## src/rtl/clock_io_frontend.sv

```systemverilog
`timescale 1ns/1ps
// -----------------------------------------------------------------------------
// clock_io_frontend
//
// Board-side front end of the 24-hour wall clock.
//   * Stretches and synchronises the raw reset button into Reset_Out.
//   * Debounces the minute/hour set buttons into single-cycle Set_x pulses.
//   * Scans four BCD digits (HH:MM) onto a 4-digit common-anode display.
// All outputs are registered in the Clk_100M domain.
//
// Parameters:
//   DEBOUNCE_CYCLES    - consecutive stable cycles needed to accept a level
//   RESET_DELAY_CYCLES - cycles the reset button must stay released
//   REFRESH_CYCLES     - cycles each digit is shown per scan step
//
// Ports:
//   Clk_100M        in   system clock, rising edge
//   Reset           in   asynchronous active-high reset
//   button          in   raw reset button, active-high, asynchronous
//   Button_Minutes  in   raw minute-set button, active-high
//   Button_Hours    in   raw hour-set button, active-high
//   hoursTens/hoursUnits/minutesTens/minutesUnits  in [3:0]  BCD digits
//   Reset_Out       out  stretched reset for the core, active-high
//   Set_Minutes     out  one-cycle pulse per accepted minute press
//   Set_Hours       out  one-cycle pulse per accepted hour press
//   SegmentDrivers  out [3:0] digit anodes, active-low
//                        (0=minutesUnits, 1=minutesTens, 2=hoursUnits, 3=hoursTens)
//   SevenSegment    out [7:0] cathodes, active-low, {DP,g,f,e,d,c,b,a}
//
// Optional build macro:
//   DP_COLON_EN - when defined, the decimal point is lit on the hoursUnits
//                 digit to form an HH.MM separator; otherwise DP stays dark.
// -----------------------------------------------------------------------------
module clock_io_frontend #(
  parameter int DEBOUNCE_CYCLES    = 1_000_000,
  parameter int RESET_DELAY_CYCLES = 5_000_000,
  parameter int REFRESH_CYCLES     = 100_000
) (
  input  logic       Clk_100M,
  input  logic       Reset,
  input  logic       button,
  input  logic       Button_Minutes,
  input  logic       Button_Hours,
  input  logic [3:0] hoursTens,
  input  logic [3:0] hoursUnits,
  input  logic [3:0] minutesTens,
  input  logic [3:0] minutesUnits,
  output logic       Reset_Out,
  output logic       Set_Minutes,
  output logic       Set_Hours,
  output logic [3:0] SegmentDrivers,
  output logic [7:0] SevenSegment
);

  localparam int DB_W = $clog2(DEBOUNCE_CYCLES + 1);
  localparam int RD_W = $clog2(RESET_DELAY_CYCLES + 1);
  localparam int RF_W = $clog2(REFRESH_CYCLES + 1);

  localparam logic [DB_W-1:0] DB_LAST = DB_W'(DEBOUNCE_CYCLES - 1);
  localparam logic [RD_W-1:0] RD_MAX  = RD_W'(RESET_DELAY_CYCLES);
  localparam logic [RF_W-1:0] RF_LAST = RF_W'(REFRESH_CYCLES - 1);

  // ---------------------------------------------------------------------------
  // Two-flop synchronisers: bit 0 reset button, bit 1 minutes, bit 2 hours.
  // ---------------------------------------------------------------------------
  logic [2:0] w_btn_raw;
  logic [2:0] r_sync1;
  logic [2:0] r_sync2;

  assign w_btn_raw = {Button_Hours, Button_Minutes, button};

  always_ff @(posedge Clk_100M or posedge Reset) begin
    if (Reset) begin
      r_sync1 <= '0;
      r_sync2 <= '0;
    end else begin
      r_sync1 <= w_btn_raw;
      r_sync2 <= r_sync1;
    end
  end

  // ---------------------------------------------------------------------------
  // Reset stretch. The output register lags the counter by one cycle, so the
  // output falls on the cycle after the counter reaches RESET_DELAY_CYCLES.
  // ---------------------------------------------------------------------------
  logic [RD_W-1:0] r_rst_cnt;
  logic            r_reset_out;

  always_ff @(posedge Clk_100M or posedge Reset) begin
    if (Reset) begin
      r_rst_cnt   <= '0;
      r_reset_out <= 1'b1;
    end else if (r_sync2[0]) begin
      r_rst_cnt   <= '0;
      r_reset_out <= 1'b1;
    end else begin
      r_reset_out <= (r_rst_cnt < RD_MAX);
      if (r_rst_cnt != RD_MAX) begin
        r_rst_cnt <= r_rst_cnt + RD_W'(1);
      end
    end
  end

  assign Reset_Out = r_reset_out;

  // ---------------------------------------------------------------------------
  // Debouncers: index 0 = minutes, index 1 = hours.
  // The rising-edge pulse is taken one cycle after the stable state flips.
  // ---------------------------------------------------------------------------
  logic [1:0] w_set;

  for (genvar gi = 0; gi < 2; gi++) begin : g_debounce
    logic [DB_W-1:0] r_db_cnt;
    logic            r_stable;
    logic            r_stable_d;
    logic            r_set;

    always_ff @(posedge Clk_100M or posedge Reset) begin
      if (Reset) begin
        r_db_cnt   <= '0;
        r_stable   <= 1'b0;
        r_stable_d <= 1'b0;
        r_set      <= 1'b0;
      end else begin
        r_stable_d <= r_stable;
        r_set      <= r_stable & ~r_stable_d;
        if (r_sync2[gi+1] == r_stable) begin
          r_db_cnt <= '0;
        end else if (r_db_cnt == DB_LAST) begin
          // This is the DEBOUNCE_CYCLES-th consecutive differing sample.
          r_stable <= r_sync2[gi+1];
          r_db_cnt <= '0;
        end else begin
          r_db_cnt <= r_db_cnt + DB_W'(1);
        end
      end
    end

    assign w_set[gi] = r_set;
  end

  assign Set_Minutes = w_set[0];
  assign Set_Hours   = w_set[1];

  // ---------------------------------------------------------------------------
  // Display scan
  // ---------------------------------------------------------------------------
  logic [RF_W-1:0] r_refresh;
  logic [1:0]      r_index;

  always_ff @(posedge Clk_100M or posedge Reset) begin
    if (Reset) begin
      r_refresh <= '0;
      r_index   <= 2'd0;
    end else if (r_refresh == RF_LAST) begin
      r_refresh <= '0;
      r_index   <= r_index + 2'd1;
    end else begin
      r_refresh <= r_refresh + RF_W'(1);
    end
  end

  logic [3:0] w_digit;
  logic [6:0] w_seg;
  logic       w_dp;
  logic [3:0] w_anode;

  always_comb begin
    w_digit = minutesUnits;
    case (r_index)
      2'd0:    w_digit = minutesUnits;
      2'd1:    w_digit = minutesTens;
      2'd2:    w_digit = hoursUnits;
      default: w_digit = hoursTens;
    endcase
  end

  // Active-low {g..a}; codes 10-15 are blanked.
  always_comb begin
    w_seg = 7'h7F;
    case (w_digit)
      4'd0:    w_seg = 7'h40;
      4'd1:    w_seg = 7'h79;
      4'd2:    w_seg = 7'h24;
      4'd3:    w_seg = 7'h30;
      4'd4:    w_seg = 7'h19;
      4'd5:    w_seg = 7'h12;
      4'd6:    w_seg = 7'h02;
      4'd7:    w_seg = 7'h78;
      4'd8:    w_seg = 7'h00;
      4'd9:    w_seg = 7'h10;
      default: w_seg = 7'h7F;
    endcase
  end

`ifdef DP_COLON_EN
  // Lit decimal point after hoursUnits acts as the HH.MM separator.
  assign w_dp = (r_index != 2'd2);
`else
  assign w_dp = 1'b1;
`endif

  for (genvar gi = 0; gi < 4; gi++) begin : g_anode
    assign w_anode[gi] = (r_index != 2'(gi));
  end

  logic [3:0] r_anode;
  logic [7:0] r_seg;

  always_ff @(posedge Clk_100M or posedge Reset) begin
    if (Reset) begin
      r_anode <= 4'b1111;
      r_seg   <= 8'hFF;
    end else begin
      r_anode <= w_anode;
      r_seg   <= {w_dp, w_seg};
    end
  end

  assign SegmentDrivers = r_anode;
  assign SevenSegment   = r_seg;

endmodule

```

## config.mk

```make
export PLATFORM = sky130hd
export DESIGN_NAME = clock_io_frontend
export DESIGN_NICKNAME = d
export VERILOG_FILES = /design/src/rtl/clock_io_frontend.sv
export SDC_FILE = /design/constraint.sdc
export NUM_CORES = 1
export LEC_CHECK = 0
export ABC_AREA = 1
export ABC_CLOCK_PERIOD_IN_PS = 11700
export CAP_MARGIN = 20
export CORE_MARGIN = 4
export CORE_UTILIZATION = 40
export CTS_BUF_LIST = sky130_fd_sc_hd__clkbuf_8 sky130_fd_sc_hd__clkbuf_16
export CTS_CLUSTER_DIAMETER = 30
export DETAILED_ROUTE_END_ITERATION = 16
export MAX_ROUTING_LAYER = met4
export PLACE_DENSITY = 0.64
export SYNTH_ARGS = -nofsm -noshare
export SYNTH_HDL_FRONTEND = slang
export SYNTH_SLANG_ARGS = --single-unit
```

## constraint.sdc

```tcl
create_clock -name Clk_100M -period 11.7 [get_ports Clk_100M]
set_input_delay 3.51 -clock Clk_100M [delete_from_list [all_inputs] [get_ports Clk_100M]]
set_output_delay 3.51 -clock Clk_100M [all_outputs]
set_load 0.01 [all_outputs]
```

==> out/qor.yml, run 1 <==
min_path:
  min_to: "r_sync2[1]"
  hp-class: "reg -> reg"
  whs_path_depth: 0
  hold_start: "r_sync1[1]"
critical_path:
  critical_path_arrival_ps: 1420
  cp_cell_sequence: "clkdlybuf4s50_1"
  r2r-start: "r_index[0]"
  worstPathRequired_ps: 8190
  slowest_delay_ps: 550
  crit_buf_inv: 1
  r2r_cells: 11
  ff2ff_setup_slack_ps: 9800
  cp-start-kind: "register"
  worstPathMaxFanout: 1
  slowest_stage: "clkdlybuf4s50_1"
  timing.rr.end: "SevenSegment[3]"
  critPathTopFamily: "buffers and inverters"
  cp-end-kind: "primary output"
  crit_type: "reg -> out"
power:
  intPower_mw: 0.534
  swShare_pct: 23.1
  max-vdd-ir-drop_v: 0.0000785
  p_switching_mw: 0.161
  comb_power_share_pct: 5.5
  power_frac_seq_pct: 54.3
  p_per_area_nw_per_um2: 106
  pwr-share-clk_pct: 40.2
  p_leak_nw: 3.09
synthesis:
  synthCells: 740
  synth_ff_type: "dfrtp_1"
  async_reset_ff_share_pct: 100
  synth_edf_count: 0
  synth_nets: 774
  synth_cell_type_count: 33
  avgSynthCellArea_um2: 7.73
  yosysSeqAreaShare_pct: 46.7
  yosysWarnings: 0
  ys_ff_latch: 106
  netlist_area_um2: 5720
layout:
  layout-drive-gt1-share_pct: 9.39
  n_antenna_cell: 0
  layout.nets: 817
  syn2layout_area_growth_pct: 14.3
  fin_util_pct: 46.9
  stdcell_count: 968
global_routing:
  grt_pass1_wl_um: 19700
  first_global_vias: 4422
  gr-total-overflow: 0
  grt_util_all_layers_pct: 15.0
  antenna_found_initial: 0
  grt_max_degree: 69
detailed_routing:
  ant_nets: 0
  avgViaCountPerCell: 4.67
  drtIter0Drc: 309
  drcViolationCount: 0
  dr.pass1.iters: 4
  vias: 4520
  wl_per_cell_um: 11.2
  drt_wl_total_um: 10900
place:
  globalplace.congestion: 0.875
  portBuffers: 34
  place_inst: 952
  dp_hpwl_um: 7950
status:
  status: "completed"
floorplanning:
  fp-row-count: 43
  dieArea_um2: 16300
  pin_count: 36
  design.core.area_um2: 13900
  initial_core_util_pct: 41.0
  die_h_um: 128
  die_x_um: 128
timing:
  max-slew-margin-rel_pct: 42.9
  hold_violations: 0
  tightestPinTransition_ps: 857
  fmax_mhz: 203
  fin_skew_ps: 6.79
  tns_ps: 0
  slew_violations: 0
  rsz0062_at_grt: "no"
  setup_viol: 0
  min_period_over_period_pct: 42.1
  min_period_ps: 4930
clock_tree:
  cts_resized: 0
  htreeDepth: 3
  clock_latency_ps: 350
  clock_sinks: 106
  clockRootBuffer: "clkbuf_16"
  cts_hold_buf: 0
  clock_path_buffers: 2
  numCtsBuffers: 9
  cts_setup_buffers: 0
  clkSlewWorstSetupHoldPaths_ps: 70
  cts_tree: "yes"
run:
  max_cap_viol_count: 0
## power groups by stage
stage	clock network, mW	registers (mW)	logic (mW)
after CTS	0.291	0.377	0.0395
after global placement	0	0.384	0.0392
after detailed placement	0	0.384	0.0393
after global routing	0.309	0.378	0.0445
final	0.279	0.377	0.0383
after floorplan	0	0.385	0.0221
## cells in the final DEF (no fill, tap or decap)
master           count
xnor2_2              1
ha_1                13
and2_1               1
nand3_2              4
o21a_1               1
inv_6                2
nor3_1              18
o22ai_1              1
o21ai_0             19
o21bai_1             2
dfstp_2             12
buf_4                1
nand2_2              8
nand2_4              2
clkdlybuf4s50_1     34
nand4_1              9
nor2_2               9
nand3_1             54
xnor2_1             13
inv_1               96
conb_1               1
or2_2                2
nand2_1            187
clkinv_2             3
xor2_1              17
nand3b_1             2
nor2_8               2
clkbuf_16            9
nor2_1             126
a21oi_1             24
nor3_2               2
inv_4                1
and3_1               2
dfrtp_1             94
o21ai_2              2
clkinv_4             1
nor2_4               5
inv_2                8
## kinds of logic after synthesis
kind of cell,share of synthesized area [%]
compound gates,4.57
xor+xnor,4.88
fa+ha+maj,2.85
buf+inv,7.33
flops,46.7
other cells,0.0656
simple gates,33.6
## worst max path at each step
stage                      start                    endpoint  cells past startpoint  slack, ps
2_1_floorplan              Reset                   Set_Hours                      1       5420
3_3_place_gp               Reset               r_rst_cnt[12]                      3       6470
3_5_place_dp               Reset  g_debounce[0].r_db_cnt[12]                      3       6460
4_1_cts        SegmentDrivers[1]           SegmentDrivers[1]                      1       6750
5_1_grt                    Reset   g_debounce[0].r_db_cnt[7]                      3       6640
6_report       SegmentDrivers[1]           SegmentDrivers[1]                      1       6770
## synth_stat cells (4+ instances only)
cell type / number / area [µm²]
dfstp_2: 12 / 315
a21oi_1: 24 / 120
nand4_1: 9 / 56.3
nor2_1: 126 / 473
xnor2_1: 13 / 114
ha_1: 13 / 163
inv_1: 96 / 360
nand3_2: 4 / 40.0
inv_2: 8 / 30.0
xor2_1: 17 / 149
nand2_2: 8 / 50.1
nor3_1: 18 / 90.1
nand2_1: 187 / 702
o21ai_0: 19 / 95.1
nand3_1: 54 / 270
nor2_4: 5 / 56.3
dfrtp_1: 94 / 2350
nor2_2: 9 / 56.3
## through the flow
step | power, mW | cell area (µm²) | hold WS [ps] | setup WS [ps]
detailed placement | 0.423 | 6260 | 340 | 6460
CTS | 0.708 | 6530 | 370 | 6750
global route | 0.731 | 6530 | 383 | 6640
floorplan | 0.407 | 5720 | 331 | 5420
global placement | 0.423 | 6260 | 337 | 6470
finish | 0.695 | 6530 | 363 | 6770
## sequential cells by signal (all words and copies together) (netlist names)
signal                 cells
SevenSegment               7
Reset_Out                  1
g_debounce.r_db_cnt       40
SegmentDrivers             4
Set_Hours                  1
r_refresh                 17
g_debounce.r_stable_d      2
Set_Minutes                1
r_sync1                    3
r_rst_cnt                 23
r_index                    2
g_debounce.r_stable        2
r_sync2                    3
## layer usage
metal	track usage (%)	wire [µm]	part of all wire, %	vias to the layer above
li1	-	-	-	2385
met1	19.2	5380	50	2055
met2	23.1	4850	45	68
met3	4.93	496	4.6	12
met4	3.91	138	1.3	0
met5	-	0	0	-
## cell type report
type	instances	area (µm²)
fill	1372	7400
sequential	106	2670
multi-input combinational	527	2630
inverter	104	393
timing repair buffer	35	348
clock buffer	9	225
tap	180	225
clock inverter	7	45.0
(Power assumes the default switching activity.)
==> inputs of run 2 (changes only) <==
--- a/config.mk
+++ b/config.mk
@@ -6,7 +6,7 @@
 export NUM_CORES = 1
 export LEC_CHECK = 0
 export ABC_AREA = 1
-export ABC_CLOCK_PERIOD_IN_PS = 11700
+export ABC_CLOCK_PERIOD_IN_PS = 4200
 export CAP_MARGIN = 20
 export CORE_MARGIN = 4
 export CORE_UTILIZATION = 40
@@ -14,7 +14,7 @@
 export CTS_CLUSTER_DIAMETER = 30
 export DETAILED_ROUTE_END_ITERATION = 16
 export MAX_ROUTING_LAYER = met4
-export PLACE_DENSITY = 0.64
+export PLACE_DENSITY = 0.66
 export SYNTH_ARGS = -nofsm -noshare
 export SYNTH_HDL_FRONTEND = slang
 export SYNTH_SLANG_ARGS = --single-unit
==> constraint.sdc (replaced) <==
create_clock -name Clk_100M -period 4.2 [get_ports Clk_100M]
set_input_delay 1.26 -clock Clk_100M [delete_from_list [all_inputs] [get_ports Clk_100M]]
set_output_delay 1.26 -clock Clk_100M [all_outputs]
set_load 0.01 [all_outputs]
==> run 2 against run 1 <==
Hold slack lost 11 ps. First-iteration DRC count shrank 20%. Design area grew 0.48%. Flip-flop and latch count is the same. Critical path depth is the same. Setup slack lost 5300 ps. Global-route usage is essentially flat. Clock-buffer cell count is the same. Combinational power grew to 2.8 times the previous value. Core utilization grew 0.22 points. Critical endpoint is now SevenSegment[1]. Cell count is the same. Die area is the same.
==> out/qor.yml, run 2 (synthesis gave the netlist of run 1 again) <==
run:
  max_cap_viol_count: 0  # unchanged
global_routing:
  gr-total-overflow: 0  # unchanged
  grt_max_degree: 76  # +10%
  grt_pass1_wl_um: 19700  # +0.21%
  antenna_found_initial: 0  # unchanged
  first_global_vias: 4446  # +0.54%
  grt_util_all_layers_pct: 15.0  # about the same
timing:
  min_period_over_period_pct: 63.8
  setup_viol: 0  # unchanged
  hold_violations: 0  # unchanged
  slew_violations: 0  # unchanged
  min_period_ps: 2680
  fmax_mhz: 373
  tightestPinTransition_ps: 603  # -254 ps
  rsz0062_at_grt: "no"
  tns_ps: 0  # unchanged
  fin_skew_ps: 7.99  # +1.20 ps
  fin_ws_ps: 1520  # -5250 ps
  max-slew-margin-rel_pct: 59.8  # +17 points
layout:
  largest_reg_flops: 40  # unchanged
  layout.nets: 817  # unchanged
  n_antenna_cell: 0  # unchanged
  top_register: "g_debounce.r_db_cnt"
  largest_registers: "g_debounce.r_db_cnt: 40 flops, r_rst_cnt: 23 flops, r_refresh: 17 flops"
  syn2layout_area_growth_pct: 14.8
  fin_area_um2: 6570  # +0.48%
  fillCellCount: 1391  # +1.4%
  final_common_cell: "nand2_1"
  layout-drive-gt1-share_pct: 9.52  # +0.13 points
  fin_util_pct: 47.1  # +0.22 points
  final_cell_mix: "nand2_1 (187), nor2_1 (126), inv_1 (95), dfrtp_1 (94), nand3_1 (54)"
critical_path:
  worstPathMaxFanout: 1  # unchanged
  critical_path_arrival_ps: 1420  # about the same
  worstPathRequired_ps: 2940  # -5250 ps
  cp_num_cells: 1  # unchanged
  r2r_cells: 11  # unchanged
  cp-endpoint: "SevenSegment[1]"
  slowest_stage: "dfstp_2"
  ff2ff_setup_slack_ps: 2300  # -7500 ps
  timing.rr.end: "SevenSegment[3]"
  cp-end-kind: "primary output"
  crit_buf_inv: 1  # unchanged
  cp_cell_sequence: "clkdlybuf4s50_1"
  critPathTopFamily: "flip-flops"
  r2r-start: "r_index[0]"
  slowest_delay_ps: 530  # -20 ps
  crit_start: "SevenSegment[1]"
  cp-start-kind: "register"
  crit_type: "reg -> out"
clock_tree:
  clockRootBuffer: "clkbuf_16"
  cts_setup_buffers: 0  # unchanged
  clock_sinks: 106  # unchanged
  clock_path_buffers: 2  # unchanged
  numCtsBuffers: 9  # unchanged
  clkSlewWorstSetupHoldPaths_ps: 80  # about the same
  clock_latency_ps: 360  # about the same
  htreeDepth: 3  # unchanged
  cts_resized: 0  # unchanged
  cts_tree: "yes"
  cts_hold_buf: 0  # unchanged
detailed_routing:
  avgViaCountPerCell: 4.73  # +1.2%
  drcViolationCount: 0  # unchanged
  vias: 4574  # +1.2%
  drt_wl_total_um: 10900  # about the same
  wl_per_cell_um: 11.2  # about the same
  ant_nets: 0  # unchanged
  drtIter0Drc: 247  # -20%
  dr.pass1.iters: 4  # unchanged
floorplanning:
  design.core.area_um2: 13900  # unchanged
  initial_core_util_pct: 41.0  # unchanged
  fp-row-count: 43  # unchanged
  die_x_um: 128  # unchanged
  dieArea_um2: 16300  # unchanged
  die_h_um: 128  # unchanged
  pin_count: 36  # unchanged
place:
  dp_hpwl_um: 7970  # +0.21%
  globalplace.congestion: 0.881  # +0.67%
  dp_slack_ps: 1430  # -5040 ps
  place_area_um2: 6280  # +0.20%
  portBuffers: 34  # unchanged
status:
  status: "completed"
power:
  p_leak_nw: 3.09  # +0.23%
  p_per_area_nw_per_um2: 304  # +190%
  power_mw: 1.99  # +190%
  max-vdd-ir-drop_v: 0.000223  # +180%
min_path:
  hp-class: "reg -> reg"
==> run 2: cell count changes in the layout (fill, tap and decap cells not counted) <==
cell      delta
clkinv_2     -3
inv_6        +3
buf_12       +1
buf_4        -1
inv_1        -1
inv_8        +1
==> run 2: layout make-up <==
type	instances	area, µm²	share of cell area [%]
Tap cell	180	225	3.43
Clock inverter	7	63.8	0.972
Timing Repair Buffer	35	360	5.49
Inverter	104	393	5.98
Sequential cell	106	2670	40.6
Clock buffer	9	225	3.43
Multi-Input combinational cell	527	2630	40.1
==> run 2: where the power goes <==
part | switching [mW] | leakage, nW | internal [mW]
Clock | 0.416 | 0.144 | 0.419
Combinational | 0.0623 | 1.55 | 0.0463
Sequential | 0.0108 | 1.40 | 1.04
Total | 0.489 | 3.09 | 1.50
==> run 2: worst min path at each step <==
stage | from | end | slack (ps) | depth (start not counted)
global placement | r_sync1[1] | r_sync2[1] | 330 | 0
floorplan | r_sync1[0] | r_sync2[0] | 330 | 0
detailed placement | r_sync1[1] | r_sync2[1] | 330 | 0
global route | r_sync1[2] | r_sync2[2] | 360 | 0
CTS | r_sync1[1] | r_sync2[1] | 350 | 0
finish | r_sync1[1] | r_sync2[1] | 350 | 0
==> run 2: routing by layer <==
layer  track usage [%]  vias to the layer above  part of all wire, %
met4              6.37                        0                  1.8
met3              2.84                       14                  3.5
met1              19.2                     2108                   49
met5                 -                        -                    0
li1                  -                     2381                    -
met2              23.4                       71                   45
==> run 2: stage by stage <==
step	hold WS, ps	instances
floorplan	331	740
global placement	333	952
detailed placement	335	952
CTS	354	968
global route	362	968
finish	352	968
==> inputs of run 3 (changes only) <==
--- a/config.mk
+++ b/config.mk
@@ -6,7 +6,7 @@
 export NUM_CORES = 1
 export LEC_CHECK = 0
 export ABC_AREA = 1
-export ABC_CLOCK_PERIOD_IN_PS = 4200
+export ABC_CLOCK_PERIOD_IN_PS = 2630
 export CAP_MARGIN = 20
 export CORE_MARGIN = 4
 export CORE_UTILIZATION = 40
@@ -14,7 +14,7 @@
 export CTS_CLUSTER_DIAMETER = 30
 export DETAILED_ROUTE_END_ITERATION = 16
 export MAX_ROUTING_LAYER = met4
-export PLACE_DENSITY = 0.66
+export PLACE_DENSITY = 0.64
 export SYNTH_ARGS = -nofsm -noshare
 export SYNTH_HDL_FRONTEND = slang
 export SYNTH_SLANG_ARGS = --single-unit
==> constraint.sdc (replaced) <==
create_clock -name Clk_100M -period 2.63 [get_ports Clk_100M]
set_input_delay 0.789 -clock Clk_100M [delete_from_list [all_inputs] [get_ports Clk_100M]]
set_output_delay 0.789 -clock Clk_100M [all_outputs]
set_load 0.01 [all_outputs]
==> run 3 against run 2 <==
Hold slack improved by 2.5 ps. Sequential share of layout area decreased by 0.33 points. Global-route usage fell by 0.33 points. Design area up 0.82%. Register-to-register slack got worse by 1600 ps. Critical path type unchanged. Critical path depth stayed put. Flip-flop and latch count stayed put. Via count is 0.28% lower. Non-clock buffer count up 4.
==> out/qor.yml, run 3 (synthesis gave the netlist of run 1 again) <==
status:
  status: "completed"
critical_path:
  cp_cell_sequence: "clkdlybuf4s50_1"
  worstPathRequired_ps: 1840  # -1100 ps
  crit_buf_inv: 1  # unchanged
  worstPathMaxFanout: 1  # unchanged
  slowest_stage: "clkdlybuf4s50_1"
  cp-end-kind: "primary output"
  slowest_delay_ps: 540  # about the same
  critical_path_arrival_ps: 1410  # about the same
  critPathTopFamily: "buffers and inverters"
  cp-start-kind: "register"
  crit_type: "reg -> out"
clock_tree:
  numCtsBuffers: 9  # unchanged
  clock_path_buffers: 2  # unchanged
  htreeDepth: 3  # unchanged
  cts_resized: 0  # unchanged
  clkSlewWorstSetupHoldPaths_ps: 70  # about the same
  cts_tree: "yes"
  cts_setup_buffers: 0  # unchanged
  clock_sinks: 106  # unchanged
  clockRootBuffer: "clkbuf_16"
  cts_hold_buf: 0  # unchanged
  clock_latency_ps: 350  # about the same
power:
  max-vdd-ir-drop_v: 0.000332  # +49%
  p_leak_nw: 3.11  # +0.65%
  power_mw: 3.16  # +58%
  p_per_area_nw_per_um2: 477  # +57%
global_routing:
  first_global_vias: 4399  # -1.1%
  antenna_found_initial: 0  # unchanged
  gr-total-overflow: 0  # unchanged
  grt_util_all_layers_pct: 14.7  # -0.33 points
  grt_max_degree: 38  # -50%
  grt_pass1_wl_um: 19400  # -1.8%
timing:
  fmax_mhz: 455
  tightestPinTransition_ps: 505  # -97.7 ps
  slew_violations: 0  # unchanged
  hold_violations: 0  # unchanged
  min_period_ps: 2200
  setup_viol: 0  # unchanged
  min_period_over_period_pct: 83.6
  fin_skew_ps: 11.8  # +3.77 ps
  rsz0062_at_grt: "no"
  max-slew-margin-rel_pct: 66.3  # +6.5 points
  tns_ps: 0  # unchanged
  hold_ws_ps: 355  # +2.50 ps
layout:
  final_cell_mix: "nand2_1 (187), nor2_1 (126), inv_1 (95), dfrtp_1 (94), nand3_1 (54)"
  largest_registers: "g_debounce.r_db_cnt: 40 flops, r_rst_cnt: 23 flops, r_refresh: 17 flops"
  fin_util_pct: 47.5  # +0.39 points
  layout.nets: 821  # +0.49%
  top_register: "g_debounce.r_db_cnt"
  n_antenna_cell: 0  # unchanged
  final_common_cell: "nand2_1"
  regArea_um2: 2670  # unchanged
  largest_reg_flops: 40  # unchanged
  layout-drive-gt1-share_pct: 9.97  # +0.46 points
  fin_area_um2: 6620  # +0.82%
  fillCellCount: 1344  # -3.4%
  syn2layout_area_growth_pct: 15.8
  multi_input_comb_area_um2: 2630  # unchanged
floorplanning:
  dieArea_um2: 16300  # unchanged
  fp-row-count: 43  # unchanged
  die_x_um: 128  # unchanged
  pin_count: 36  # unchanged
  die_h_um: 128  # unchanged
  initial_core_util_pct: 41.0  # unchanged
  design.core.area_um2: 13900  # unchanged
place:
  place_area_um2: 6330  # +0.90%
  globalplace.congestion: 0.869  # -1.4%
  portBuffers: 34  # unchanged
  dp_hpwl_um: 8010  # +0.49%
detailed_routing:
  ant_nets: 0  # unchanged
  wl_per_cell_um: 10.9  # -3.0%
  drtIter0Drc: 258  # +4.5%
  avgViaCountPerCell: 4.69  # -0.69%
  dr.pass1.iters: 5  # +1
  drt_wl_total_um: 10600  # -2.6%
  vias: 4561  # -0.28%
  drcViolationCount: 0  # unchanged
run:
  max_cap_viol_count: 0  # unchanged
min_path:
  hp-class: "reg -> reg"
-- run 3: worst paths after layout --
kind	from	endpoint	slack, ps	cells after the start
worst max-delay path	SegmentDrivers[0]	SegmentDrivers[0]	430	1
worst min-delay path	r_sync1[2]	r_sync2[2]	350	0
worst max register to register	r_index[0]	SevenSegment[3]	730	11
worst min register to register	r_sync1[2]	r_sync2[2]	350	0
max in group asynchronous	Reset	Reset_Out	1210	3
min in group asynchronous	Reset	g_debounce[1].r_db_cnt[8]	820	2
-- run 3: per-layer routing --
layer  vias to the layer above  share of wire (%)  global-route usage, %
met4                         0                1.5                   5.17
met2                        64                 45                   23.2
met5                         -                  0                      -
met3                        11                3.8                   2.76
li1                       2393                  -                      -
met1                      2093                 50                   19.0
-- run 3: through the flow --
stage,setup slack [ps],std cells
4_1_cts,405,972
2_1_floorplan,577,740
3_3_place_gp,367,956
5_1_grt,387,972
6_report,431,972
3_5_place_dp,322,956
-- run 3: cell type report --
cell class | count | share of cell area, %
Tap cell | 180 | 3.40
Multi-Input combinational cell | 527 | 39.7
Clock inverter | 6 | 0.718
Timing Repair Buffer | 39 | 6.28
Inverter | 104 | 5.95
Sequential cell | 106 | 40.3
Clock buffer | 10 | 3.61
-- run 3: power breakdown --
part / total, mW / internal, mW / switching [mW]
clock network: 1.30 / 0.679 / 0.618
logic: 0.182 / 0.0820 / 0.100
registers: 1.68 / 1.66 / 0.0162
total: 3.16 / 2.42 / 0.734
